### config.mk
export PLATFORM = sky130hd
export DESIGN_NAME = call_scheduler_flat
export DESIGN_NICKNAME = d
export VERILOG_FILES = /design/src/rtl/call_scheduler_if.sv /design/src/rtl/call_scheduler.sv /design/src/flat_wrapper.sv
export SDC_FILE = /design/constraint.sdc
export NUM_CORES = 1
export LEC_CHECK = 0
export BUFFER_PORTS_ARGS = -buffer_cell sky130_fd_sc_hd__buf_2
export CAP_MARGIN = 20
export CORE_ASPECT_RATIO = 0.8
export CORE_UTILIZATION = 30
export DETAILED_ROUTE_END_ITERATION = 8
export PLACE_DENSITY = 0.45
export SYNTH_ARGS = -nofsm -noshare
export SYNTH_HDL_FRONTEND = slang
export SYNTH_SLANG_ARGS = --single-unit
### constraint.sdc
create_clock -name clk -period 2.9 [get_ports clk]
set_input_delay 0.29 -clock clk [delete_from_list [all_inputs] [get_ports clk]]
set_output_delay 0.29 -clock clk [all_outputs]
set_load 0.1 [all_outputs]
### src/rtl/call_scheduler_if.sv
// call_scheduler_if: call buttons and car status in, scheduled target floor and pending bitmap out.
interface call_scheduler_if;
   logic [3:0] call_btn;
   logic [1:0] curr_floor;
   logic       door_open;
   logic [1:0] req_floor;
   logic       req_valid;
   logic [3:0] pending;
   logic       dir_up;
   modport master (output call_btn, curr_floor, door_open, input req_floor, req_valid, pending, dir_up);
   modport slave (input call_btn, curr_floor, door_open, output req_floor, req_valid, pending, dir_up);
endinterface

### src/rtl/call_scheduler.sv
// call_scheduler: latches floor calls and picks the next target floor with a direction-preserving SCAN policy.
// Idle homing to floor 0 after IDLE_CYCLES clocks is built only when CALL_SCHED_IDLE_HOME_EN is defined.
module call_scheduler #(
   parameter int IDLE_CYCLES = 1000
) (
   input logic             clk,
   input logic             reset,
   call_scheduler_if.slave bus
);
   typedef enum logic [1:0] {IDLE, SERVE_UP, SERVE_DOWN} state_t;
   state_t     state_q;
   logic [3:0] sync1_q, sync2_q, prev_q, pending_q, pending_d, set_v, clr_v;
   logic [2:0] prime_q;
   logic [1:0] req_floor_q, ge_floor, le_floor;
   logic       req_valid_q, dir_up_q, ge_found, le_found, up_any, dn_any, go_up, home;

   if (IDLE_CYCLES < 2 || IDLE_CYCLES > 65535) begin : g_bad_idle_cycles
      $error("IDLE_CYCLES out of range");
   end

   always_comb begin
      ge_found = 1'b0;
      le_found = 1'b0;
      ge_floor = bus.curr_floor;
      le_floor = bus.curr_floor;
      up_any   = 1'b0;
      dn_any   = 1'b0;
      for (int i = 3; i >= 0; i--) begin
         if (pending_q[i] && 2'(i) >= bus.curr_floor) begin
            ge_found = 1'b1;
            ge_floor = 2'(i);
         end
      end
      for (int i = 0; i < 4; i++) begin
         if (pending_q[i] && 2'(i) <= bus.curr_floor) begin
            le_found = 1'b1;
            le_floor = 2'(i);
         end
         up_any = up_any | (pending_q[i] && 2'(i) > bus.curr_floor);
         dn_any = dn_any | (pending_q[i] && 2'(i) < bus.curr_floor);
      end
   end

   // Edges are ignored until the synchronizer holds post-reset samples, so a button held through reset is dropped.
   assign set_v     = (sync2_q & ~prev_q & {4{prime_q[2]}}) | {3'b000, home};
   assign clr_v     = bus.door_open ? 4'b0001 << bus.curr_floor : 4'b0000;
   assign pending_d = (pending_q | set_v) & ~clr_v;
   assign go_up     = (state_q == IDLE) ? up_any : (state_q == SERVE_UP) ? ge_found : !le_found;

   always_ff @(posedge clk or negedge reset) begin
      if (!reset) begin
         sync1_q   <= '0;
         sync2_q   <= '0;
         prev_q    <= '0;
         prime_q   <= '0;
         pending_q <= '0;
      end else begin
         sync1_q   <= bus.call_btn;
         sync2_q   <= sync1_q;
         prev_q    <= sync2_q;
         prime_q   <= {prime_q[1:0], 1'b1};
         pending_q <= pending_d;
      end
   end

   always_ff @(posedge clk or negedge reset) begin
      if (!reset) begin
         state_q     <= IDLE;
         req_floor_q <= '0;
         req_valid_q <= 1'b0;
         dir_up_q    <= 1'b0;
      end else begin
         req_valid_q <= |pending_q;
         dir_up_q    <= 1'b0;
         if (pending_q == 4'b0000) begin
            state_q <= IDLE;
         end else if (go_up) begin
            state_q     <= SERVE_UP;
            req_floor_q <= ge_floor;
            dir_up_q    <= 1'b1;
         end else if (state_q != IDLE || dn_any) begin
            state_q     <= SERVE_DOWN;
            req_floor_q <= le_floor;
         end else begin
            state_q     <= IDLE;
            req_floor_q <= bus.curr_floor;
         end
      end
   end

`ifdef CALL_SCHED_IDLE_HOME_EN
   logic [15:0] idle_cnt_q;
   logic        idle_ok;
   assign idle_ok = state_q == IDLE && pending_q == 4'b0000 && !bus.door_open && bus.curr_floor != 2'd0;
   assign home    = idle_ok && idle_cnt_q == 16'(IDLE_CYCLES - 1);
   always_ff @(posedge clk or negedge reset) begin
      if (!reset) idle_cnt_q <= '0;
      else        idle_cnt_q <= (idle_ok && !home) ? idle_cnt_q + 16'd1 : 16'd0;
   end
`else
   assign home = 1'b0;
`endif

   assign bus.req_floor = req_floor_q;
   assign bus.req_valid = req_valid_q;
   assign bus.pending   = pending_q;
   assign bus.dir_up    = dir_up_q;
endmodule

### src/flat_wrapper.sv
// flat-port wrapper written by rule: the top's interface ports become plain ports
module call_scheduler_flat 
#(
   parameter int IDLE_CYCLES = 1000
)
  (clk, reset, bus_call_btn, bus_curr_floor, bus_door_open, bus_req_floor, bus_req_valid, bus_pending, bus_dir_up);
  call_scheduler_if bus_i ();
  input logic clk;
  input logic reset;
  input wire logic [$bits(bus_i.call_btn)-1:0] bus_call_btn;
  input wire logic [$bits(bus_i.curr_floor)-1:0] bus_curr_floor;
  input wire logic [$bits(bus_i.door_open)-1:0] bus_door_open;
  output wire logic [$bits(bus_i.req_floor)-1:0] bus_req_floor;
  output wire logic [$bits(bus_i.req_valid)-1:0] bus_req_valid;
  output wire logic [$bits(bus_i.pending)-1:0] bus_pending;
  output wire logic [$bits(bus_i.dir_up)-1:0] bus_dir_up;
  assign bus_i.call_btn = bus_call_btn;
  assign bus_i.curr_floor = bus_curr_floor;
  assign bus_i.door_open = bus_door_open;
  assign bus_req_floor = bus_i.req_floor;
  assign bus_req_valid = bus_i.req_valid;
  assign bus_pending = bus_i.pending;
  assign bus_dir_up = bus_i.dir_up;
  call_scheduler #(.IDLE_CYCLES(IDLE_CYCLES)) u_core (.clk(clk), .reset(reset), .bus(bus_i));
endmodule
Word level (Yosys, flattened, before mapping) --
Index checks and enable logic that the tools add are counted.
Storage, ports and cells: input bits 9, register bits 25, word-level logic and storage cells 87, output and inout bits 8
Operators by class: bitwise gates (word level) 12, shifts and indexed selects 1, eq/ne operators 1, reduce and logical (&&, ||, !) cells 22, magnitude comparators 16, mux-type cells 26
Operators with widths (count):
- $mux 2 | 13
- $logic_and 1x1->1 | 16
- $and 4x4->4 | 3
- $mux 1 | 12
- $not 4->4 | 2
- $or 1x1->1 | 6
- $ge 1x2->1 const A | 2
- $ge 2x2->1 const A | 2
- $gt 1x2->1 const A | 2
- $gt 2x2->1 const A | 2
- $le 1x2->1 const A | 2
- $le 2x2->1 const A | 2
- $logic_not 4->1 | 1
- $lt 1x2->1 const A | 2
- $lt 2x2->1 const A | 2
- $mux 4 | 1
- $or 4x4->4 | 1
- $reduce_or 4->1 | 1
- $shl 1x2->4 const A | 1
- $eq 2x1->1 const B | 1
- $logic_not 2->1 | 1
- $reduce_bool 2->1 | 1
- $logic_not 1->1 | 1
- $logic_or 1x1->1 | 1

Longest topological paths before layout --
Gate-level depths: netlist (run 1).
word-level depth 11, depth in mapped cells 6, mapped depth without buffers 5

Least setup slack after synthesis (run 1) --
Ideal clock, no wire load.
path type register -> register, start point register u_core.pending_q[2] (netlist: u_core.bus.pending[2]), end point register u_core.req_floor_q[0] (netlist: u_core.bus.req_floor[0]), required time 2.771 ns, buffers on the path 1, path slack 0.768 ns, clock period less this slack 2.132 ns, data arrival time 2.003 ns, stages on the path, launching flop included 6, setup time 0.129 ns, cells stage by stage dfrtp_1 buf_2 o21ai_0 a221o_1 a311oi_1 a31oi_1
Between the ends: longest elaborated chain between the ends 7, elaborated cells on any way between the ends 25, those cells by class mux: 14; bitwise: 4; reduce/logical: 7
RTL lines:
- start: declaration | RTL line call_scheduler.sv:12 | logic [3:0] sync1_q, sync2_q, prev_q, pending_q, pending_d, set_v, clr_v;
- start signal: assignment | RTL line call_scheduler.sv:62 | pending_q <= pending_d;
- $logic_and 1x1->1 (on tied branches) | RTL line call_scheduler.sv:29, call_scheduler.sv:35
- $mux 1 (on tied branches) (2 in series) | RTL line call_scheduler.sv:29, call_scheduler.sv:35
- $mux 1 / $logic_not 1->1 (equally long branches) | RTL line call_scheduler.sv:29, call_scheduler.sv:48
- $mux 1 (2 in series) | RTL line call_scheduler.sv:48 | assign go_up = (state_q == IDLE) ? up_any : (state_q == SERVE_UP) ? ge_found : !le_found;
- $mux 2 | RTL line call_scheduler.sv:77 | end else if (go_up) begin
- end signal: assignment | RTL line call_scheduler.sv:79 | req_floor_q <= ge_floor;
- end signal: assignment | RTL line call_scheduler.sv:83 | req_floor_q <= le_floor;
- end signal: assignment | RTL line call_scheduler.sv:86 | req_floor_q <= bus.curr_floor;
- end: declaration | RTL line call_scheduler.sv:14 | logic [1:0] req_floor_q, ge_floor, le_floor;
Parallel ways exist; a longest one is shown, timed or not. A chain may end at the register's enable or synchronous reset.

Worst setup path in the final report (run 1) --
start point register u_core.pending_q[1] (netlist: u_core.bus.pending[1]), end point register u_core.req_floor_q[0] (netlist: u_core.bus.req_floor[0])
Between the ends: longest elaborated chain between the ends 8, elaborated cells on any way between the ends 27, those cells by class mux: 14; bitwise: 6; reduce/logical: 7
RTL lines:
- $logic_and 1x1->1 | RTL line call_scheduler.sv:35 | if (pending_q[i] && 2'(i) <= bus.curr_floor) begin
- $mux 1 (3 in series) | RTL line call_scheduler.sv:35
- $logic_not 1->1 | RTL line call_scheduler.sv:48
- $mux 1 (2 in series) | RTL line call_scheduler.sv:48
- $mux 2 | RTL line call_scheduler.sv:77
Parallel ways exist; a longest one is shown, timed or not.

==> metrics.txt, run 1 <==
status completed; post-DR vias/cell slightly below 5; # diodes 0; worst flop-to-flop path startpoint u_core.bus.pending[1]; share of cells above drive strength 1 0.223; YS warnings 0; FFs w/ async S/R, synth 1.00; Area Growth Syn to Fin 16.5%; htree depth 1; first-pass GRT wire length 3070 um; Mapped Area 965 um^2; WL/cell between 10 and 15 um; top cells by area, synth dfrtp_1 (62%), a31oi_1 (4.5%), o21ai_0 (3.1%), inv_1 (3.1%), nor2_1 (2.3%); Pins Over Slew Limit 0; FP Rows 18; routed wire length 1790 um; vias 699; Rel. slew slack 0.652; synthesized area per cell 11.1 um^2; largest net degree at the start of global routing 25; worst vdd ir 0.254 mV; CTS Buf Count 3; Crit Path Category flip-flop to flip-flop; maxcap violations 0; IO Count 17; top_reg_cell synth dfrtp_1; EDFF count, synth 0; vias in the first global route about 650; TritonRoute pass-1 iters 4; worst skew pair latency approximately 0.25 ns; total global-route track usage 0.122; share of the yosys chip area belonging to registers 0.623; post-CTS resize count 0; remaining routing DRC violations 0; HPWL Detailed roughly 1300 um; post-synth cell types 33; commonest non-fill, non-tap cells in the layout dfrtp_1 (24), buf_2 (16), inv_1 (8), a31oi_1 (7); crit end category flip-flop; clock sinks 24; Clock Path Buffers 2; Synth area leader dfrtp_1; DIE HEIGHT about 53 um; crit path DAT between 1.5 and 2 ns; Final #Nets 114; CTS Root Cell clkbuf_8; placed cell area 0.00108 mm^2; initial drt markers 90; most common cell after layout, fill and taps aside dfrtp_1; die width around 65 um; Worst Skew around 0.00095 ns; total negative slack 0 ns; final instance area ~0.0011 mm^2; CP Launch Point u_core.bus.pending[1]; RSZ-0062 raised after global routing false; setup repair bufs after CTS 0; routability congestion estimate from global placement 0.813; clock-pin slew on the worst setup and hold paths 0.07 ns; hold-fix buffers at CTS 0; Crit Path Max Fanout 13; # fillers 303; ANT nets after route 0; LEAKAGE 0.510 nW; final hold viol count 0; top cell type's share of synthesized area 0.623; measured slew at the worst slew-check pin between 0.5 and 0.6 ns; final period utilization 0.600; endpoints failing setup 0; TritonCTS clock tree yes; Synthesized Nets 96; input/output buffers 16; starting density of the core 0.313; Die ar. approximately 0.0034 mm^2; power density cells 925 mW/mm^2; initial antenna violation count 0; HP Class primary input to async pin; Gate Count Post-Synth 87; Setup crit start kind flip-flop; Tmin final 1.74 ns; total core area slightly above 0.003 mm^2; total grt overflow 0; Yosys reg bits 24; CP required approximately 3 ns; Max Clock Freq between 500 and 600 MHz
[area by class of cell]
type / instances / area (um^2) / share of cell area
Clock buffer: 3 / 41.3 / 0.0367
Sequential cell: 24 / 601 / 0.535
Timing Repair Buffer: 16 / 80.1 / 0.0713
Inverter: 8 / 30.0 / 0.0267
Multi-Input combinational cell: 52 / 322 / 0.286
Tap cell: 40 / 50.0 / 0.0445
[routing by layer]
layer / wire length [um] / vias to the layer above / GRT usage
li1: - / 336 / -
met2: 802 / 23 / 0.180
met1: 851 / 338 / 0.163
met4: 19 / 0 / 0.0652
met3: 113 / 2 / 0.0326
met5: 0 / - / 0
[worst max-delay path: stages, from the launching register on]
cell      delay, ns
dfrtp_1        0.57
o21bai_1       0.13
and3b_2        0.22
a221o_1        0.33
a311oi_1       0.31
a31oi_1        0.07
[synth_stat cells (2+ instances only)]
cell / n
dfrtp_1: 24
and2_1: 2
nor2b_1: 3
inv_1: 8
o22ai_1: 2
a31oi_1: 7
nor2_1: 6
a21oi_1: 4
clkbuf_1: 2
o21ai_0: 6
[path summary, 6_finish.rpt]
check / to / slack (ns) / depth (start not counted)
worst max-delay path: u_core.bus.req_floor[0] / 1.16 / 5
worst min-delay path: u_core.bus.req_floor[1] / 0.001 / 1
worst max register to register: u_core.bus.req_floor[0] / 1.16 / 5
worst min register to register: u_core.sync2_q[2] / 0.35 / 0
max in group asynchronous: u_core.bus.pending[2] / 2.55 / 1
min in group clk: u_core.sync1_q[3] / 0.13 / 1
[state kept, by name, summed over array words and instances (netlist names)]
name	count
u_core.sync1_q	4
u_core.state_q	2
u_core.bus.req_valid	1
u_core.bus.req_floor	2
u_core.prime_q	3
u_core.bus.pending	4
u_core.sync2_q	4
u_core.prev_q	4
[cell families (layout without fill, tap and decap cells)]
logic type	after synthesis	count (layout)	share of synthesized area
flip-flops	24	24	0.623
buffers and inverters	11	27	0.0441
other	1	1	0.00389
AND/OR/NAND/NOR	23	23	0.143
AO/OA/AOI/OAI	28	28	0.187
[power by group]
part           internal, mW  switching [mW]
Combinational         0.103           0.321
Clock                0.0925          0.0917
Sequential            0.384          0.0479
Total                 0.579           0.460
[through the flow]
step           utilization  instances  power, mW  hold slack [ns]  worst slack, ns
5_1_grt              0.364        143       1.10           0.0335             1.01
3_3_place_gp         0.351        140      0.865            0.298             1.24
2_1_floorplan            -         87      0.784         -0.00559            0.768
6_report             0.364        143       1.04          0.00147             1.16
4_1_cts              0.364        143       1.05           0.0128             1.19
3_5_place_dp         0.351        140      0.864            0.298             1.20
No activity file was read; power rests on OpenSTA's default activity.
==> run 2: changes to the inputs <==
clock period = 1.62 ns   (was 2.9 ns; I/O delays follow)
==> metrics.txt, run 2 (synthesis results as in run 1) <==
status completed; switching share of total power 0.424 (-0.0188); # diodes 0 (unchanged); Slowest-stage cell, CP dfrtp_4; first-pass GRT wire length 3110 um (+1.1%); worst skew pair latency 0.26 ns (about the same); crit path DAT 1.68 ns (-0.19 ns); IO Count 17 (unchanged); post-DR vias/cell 4.63 (-5.3%); worst flop-to-flop path startpoint u_core.bus.pending[2]; worst setup margin 0.0735 ns (-1.09 ns); Tmin final 1.55 ns (-0.194 ns); TritonCTS clock tree yes; CP Launch Point u_core.bus.pending[2]; maxcap violations 0 (unchanged); vias 722 (+3.3%); worst vdd ir 0.583 mV (+130%); die width 65.4 um (unchanged); HPWL Detailed 1300 um (+0.96%); Crit Path Max Fanout 11 (-2); largest net degree at the start of global routing 25 (unchanged); fin util 0.414 (+0.0499); total core area 0.00309 mm^2 (unchanged); share of cells above drive strength 1 0.328 (+0.104); clock-pin slew on the worst setup and hold paths 0.08 ns (about the same); Setup crit start kind flip-flop; routed wire length 1870 um (+4.8%); Clock Path Buffers 2 (unchanged); endpoints failing setup 0 (unchanged); most common cell after layout, fill and taps aside dfrtp_1; TritonRoute pass-1 iters 4 (unchanged); P_sw 0.848 mW (+84%); # fillers 314 (+3.6%); placed cell area 0.00113 mm^2 (+4.9%); Seq. cell area 619 um^2 (+3.1%); Crit Path Category flip-flop to flip-flop; measured slew at the worst slew-check pin 0.526 ns (+0.00360 ns); HP Class primary input to flip-flop; Post-Place Setup Slack 0.0804 ns (-1.11 ns); htree depth 1 (unchanged); Logic pwr share 0.408 (about the same); clock sinks 24 (unchanged); commonest non-fill, non-tap cells in the layout dfrtp_1 (19), buf_2 (16), inv_1 (8), a31oi_1 (7), buf_4 (7); input/output buffers 16 (unchanged); routability congestion estimate from global placement 0.792 (-2.6%); final hold viol count 0 (unchanged); CP required 1.75 ns (-1.28 ns); Die ar. 0.00345 mm^2 (unchanged); Area Growth Syn to Fin 32.4%; initial drt markers 77 (-14%); worst hold slack 0.133 ns (+0.131 ns); DIE HEIGHT 52.7 um (unchanged); total global-route track usage 0.123 (+0.000474); min-delay src bus_door_open; CP peak stage delay 0.50 ns (-0.07 ns); Max Clock Freq 647 MHz (+13%); overall power 2.00 mW (+92%); starting density of the core 0.313 (unchanged); power density cells 1560 mW/mm^2 (+69%); remaining routing DRC violations 0 (unchanged); Worst Skew 0.00359 ns (+0.00264 ns); WL/cell 12.0 um (-3.9%); Seq pwr share 0.397 (-0.018); FP Rows 18 (unchanged); final period utilization 0.955 (+0.354); initial antenna violation count 0 (unchanged); Pins Over Slew Limit 0 (unchanged); ANT nets after route 0 (unchanged); crit end category flip-flop; CTS Buf Count 3 (unchanged); vias in the first global route 630 (-3.5%); internal power 1.15 mW (+99%); LEAKAGE 0.574 nW (+13%); Rel. slew slack 0.650 (-0.00240); final instance area 0.00128 mm^2 (+14%); total grt overflow 0 (unchanged); Critical Path, Cell by Cell o21bai_1 -> and3b_2 -> a221o_1 -> a311oi_1 -> a31oi_1; multi-input logic area 340 um^2 (+5.8%); Final #Nets 126 (+11%); Clk pwr share 0.194 (+0.017); CTS Root Cell clkbuf_8
-- run 2: cell count changes in the layout (fill, tap and decap cells not counted), moves of 2 or more --
cell           previous run  this run
buf_4                     0         7
o21ai_0                   6         4
dfrtp_1                  24        19
o21ai_1                   1         3
dfrtp_4                   0         5
dlygate4sd3_1             0         5
-- run 2: critical path: cells and delay by family, from the launching register on --
family | cells | cell delay, ns
compound gates | 4 | 0.72
flops | 1 | 0.50
simple gates | 1 | 0.20
-- run 2: through the flow --
step                      setup TNS [ns]  std cells
after floorplan                  -0.0566         87
after global placement                 0        142
after detailed placement               0        142
after CTS                              0        148
after global routing             -0.0173        156
final                                  0        156
-- run 2: layout make-up --
| class | count | area share |
|---|---|---|
| inverter | 8 | 0.0235 |
| tap | 40 | 0.0392 |
| timing repair buffer | 28 | 0.143 |
| multi-input combinational | 52 | 0.266 |
| sequential | 24 | 0.485 |
| clock buffer | 4 | 0.0431 |
-- run 2: routing by layer --
layer  global-route usage  part of all wire
met1                0.192              0.54
met5                    0                 0
met4               0.0435            0.0053
met2                0.160              0.43
met3               0.0283             0.027
-- run 2: final timing paths --
| check | end | slack, ns | depth (start not counted) |
|---|---|---|---|
| max in group asynchronous | u_core.bus.pending[1] | 0.81 | 2 |
| min in group asynchronous | u_core.bus.req_floor[1] | 0.41 | 2 |
| worst min-delay path | u_core.bus.pending[1] | 0.13 | 2 |
| worst max-delay path | u_core.bus.req_floor[0] | 0.07 | 5 |
| worst max register to register | u_core.bus.req_floor[0] | 0.07 | 5 |
| worst min register to register | u_core.sync2_q[2] | 0.35 | 0 |
-- run 2: what timing repair did --
item	4_1_cts	5_1_grt
buffers inserted	0	5
hold buffers	2	3
setup endpoints to repair	0	2
hold endpoints to repair	25	3
resized for setup	0	1
-- run 2: power groups by stage --
stage | sequential [mW] | combinational (mW) | clock, mW
after floorplan | 1.19 | 0.260 | 0
after global placement | 0.814 | 0.778 | 0
after detailed placement | 0.811 | 0.777 | 0
after CTS | 0.799 | 0.783 | 0.405
after global routing | 0.810 | 0.876 | 0.430
final | 0.793 | 0.816 | 0.389
==> run 3: changes to the inputs <==
clock period = 1.7 ns   (was 1.62 ns; I/O delays follow)
==> metrics.txt, run 3 (synthesis results as in run 1) <==
status completed; final period utilization 0.937 (-0.0180); total global-route track usage 0.124 (+0.00148); vias in the first global route 641 (+1.7%); Max Clock Freq 628 MHz (-2.9%); routed wire length 1810 um (-3.0%); htree depth 1 (unchanged); worst vdd ir 0.666 mV (+14%); die width 65.4 um (unchanged); WL/cell 12.2 um (+1.5%); HPWL Detailed 1260 um (-2.6%); initial antenna violation count 0 (unchanged); crit path DAT 1.75 ns (+0.07 ns); worst hold slack 0.112 ns (-0.0206 ns); initial drt markers 66 (-14%); most common cell after layout, fill and taps aside dfrtp_1; final instance area 0.00122 mm^2 (-4.8%); placed cell area 0.00110 mm^2 (-2.6%); FP Rows 18 (unchanged); Setup crit start kind flip-flop; Crit Path Category flip-flop to flip-flop; share of cells above drive strength 1 0.284 (-0.0432); Area Growth Syn to Fin 26.1%; crit end category flip-flop; total core area 0.00309 mm^2 (unchanged); Die ar. 0.00345 mm^2 (unchanged); # diodes 0 (unchanged); ANT nets after route 0 (unchanged); CP required 1.85 ns (+0.10 ns); commonest non-fill, non-tap cells in the layout dfrtp_1 (19), buf_2 (16), inv_1 (8), a31oi_1 (7); CTS Buf Count 3 (unchanged); power density cells 1550 mW/mm^2 (-0.89%); input/output buffers 16 (unchanged); total grt overflow 0 (unchanged); post-DR vias/cell 4.63 (about the same); LEAKAGE 0.535 nW (-6.8%); clock sinks 24 (unchanged); endpoints failing setup 0 (unchanged); largest net degree at the start of global routing 25 (unchanged); worst skew pair latency 0.27 ns (about the same); starting density of the core 0.313 (unchanged); TritonRoute pass-1 iters 4 (unchanged); total negative slack 0 ns (unchanged); Final #Nets 119 (-5.6%); final hold viol count 0 (unchanged); Crit Path Max Fanout 13 (+2); CTS Root Cell clkbuf_8; HP Class primary input to flip-flop; RSZ-0062 raised after global routing false; Post-Place Setup Slack 0.133 ns (+0.0525 ns); Tmin final 1.59 ns (+0.0457 ns); vias 690 (-4.4%); IO Count 17 (unchanged); TritonCTS clock tree yes; remaining routing DRC violations 0 (unchanged); maxcap violations 0 (unchanged); Pins Over Slew Limit 0 (unchanged); Worst Skew 0.0143 ns (+0.0107 ns); r2r setup slk 0.11 ns (+0.03 ns); worst setup margin 0.108 ns (+0.0343 ns); clock-pin slew on the worst setup and hold paths 0.09 ns (about the same); first-pass GRT wire length 3110 um (+0.19%); routability congestion estimate from global placement 0.866 (+9.4%); DIE HEIGHT 52.7 um (unchanged); Clock Path Buffers 2 (unchanged); measured slew at the worst slew-check pin 0.509 ns (-0.0170 ns); Rel. slew slack 0.661 (+0.0113)
[run 3: what timing repair did]
item | in CTS | in global routing
resized for setup | 0 | 1
buffers inserted | 0 | 0
setup endpoints to repair | 0 | 1
hold buffers | 5 | 0
endpoints found under the hold margin | 28 | 0
[run 3: report_power, final]
part           internal, mW  total, mW  switching (mW)
combinational         0.188      0.742           0.554
clock                 0.207      0.386           0.179
sequential            0.667      0.757          0.0895
[run 3: routing by layer]
layer  wire length (um)  track usage
met3                109       0.0413
met4                 10       0.0543
met2                758        0.179
met5                  0            0
met1                936        0.168
[run 3: final timing paths]
| kind | cells after the start | endpoint | from |
|---|---|---|---|
| worst max-delay path | 5 | u_core.bus.req_floor[0] | u_core.bus.pending[2] |
| worst min-delay path | 2 | u_core.bus.pending[1] | bus_door_open |
| worst max register to register | 5 | u_core.bus.req_floor[0] | u_core.bus.pending[2] |
| worst min register to register | 0 | u_core.sync2_q[3] | u_core.sync1_q[3] |
| max in group asynchronous | 2 | u_core.bus.pending[1] | reset |
| min in group asynchronous | 2 | u_core.bus.req_floor[1] | reset |
[run 3: layout make-up]
class                      count  area [um^2]
inverter                       8         30.0
timing repair buffer          21          130
fill                         312         1870
multi-input combinational     52          334
tap                           40         50.0
sequential                    24          617
clock buffer                   4         55.1
[run 3: critical path, stage by stage, from the launching register on]
cell and delay (ns):
dfrtp_4 0.51, nor2_2 0.08, o21ba_1 0.16, a221o_1 0.40
a311oi_2 0.25, a31oi_1 0.07
[run 3: through the flow]
step           instances  total power [mW]  utilization
4_1_cts              149              1.90        0.392
3_5_place_dp         140              1.49        0.358
2_1_floorplan         87              1.36            -
6_report             149              1.88        0.394
5_1_grt              149              1.98        0.394
3_3_place_gp         140              1.50        0.358
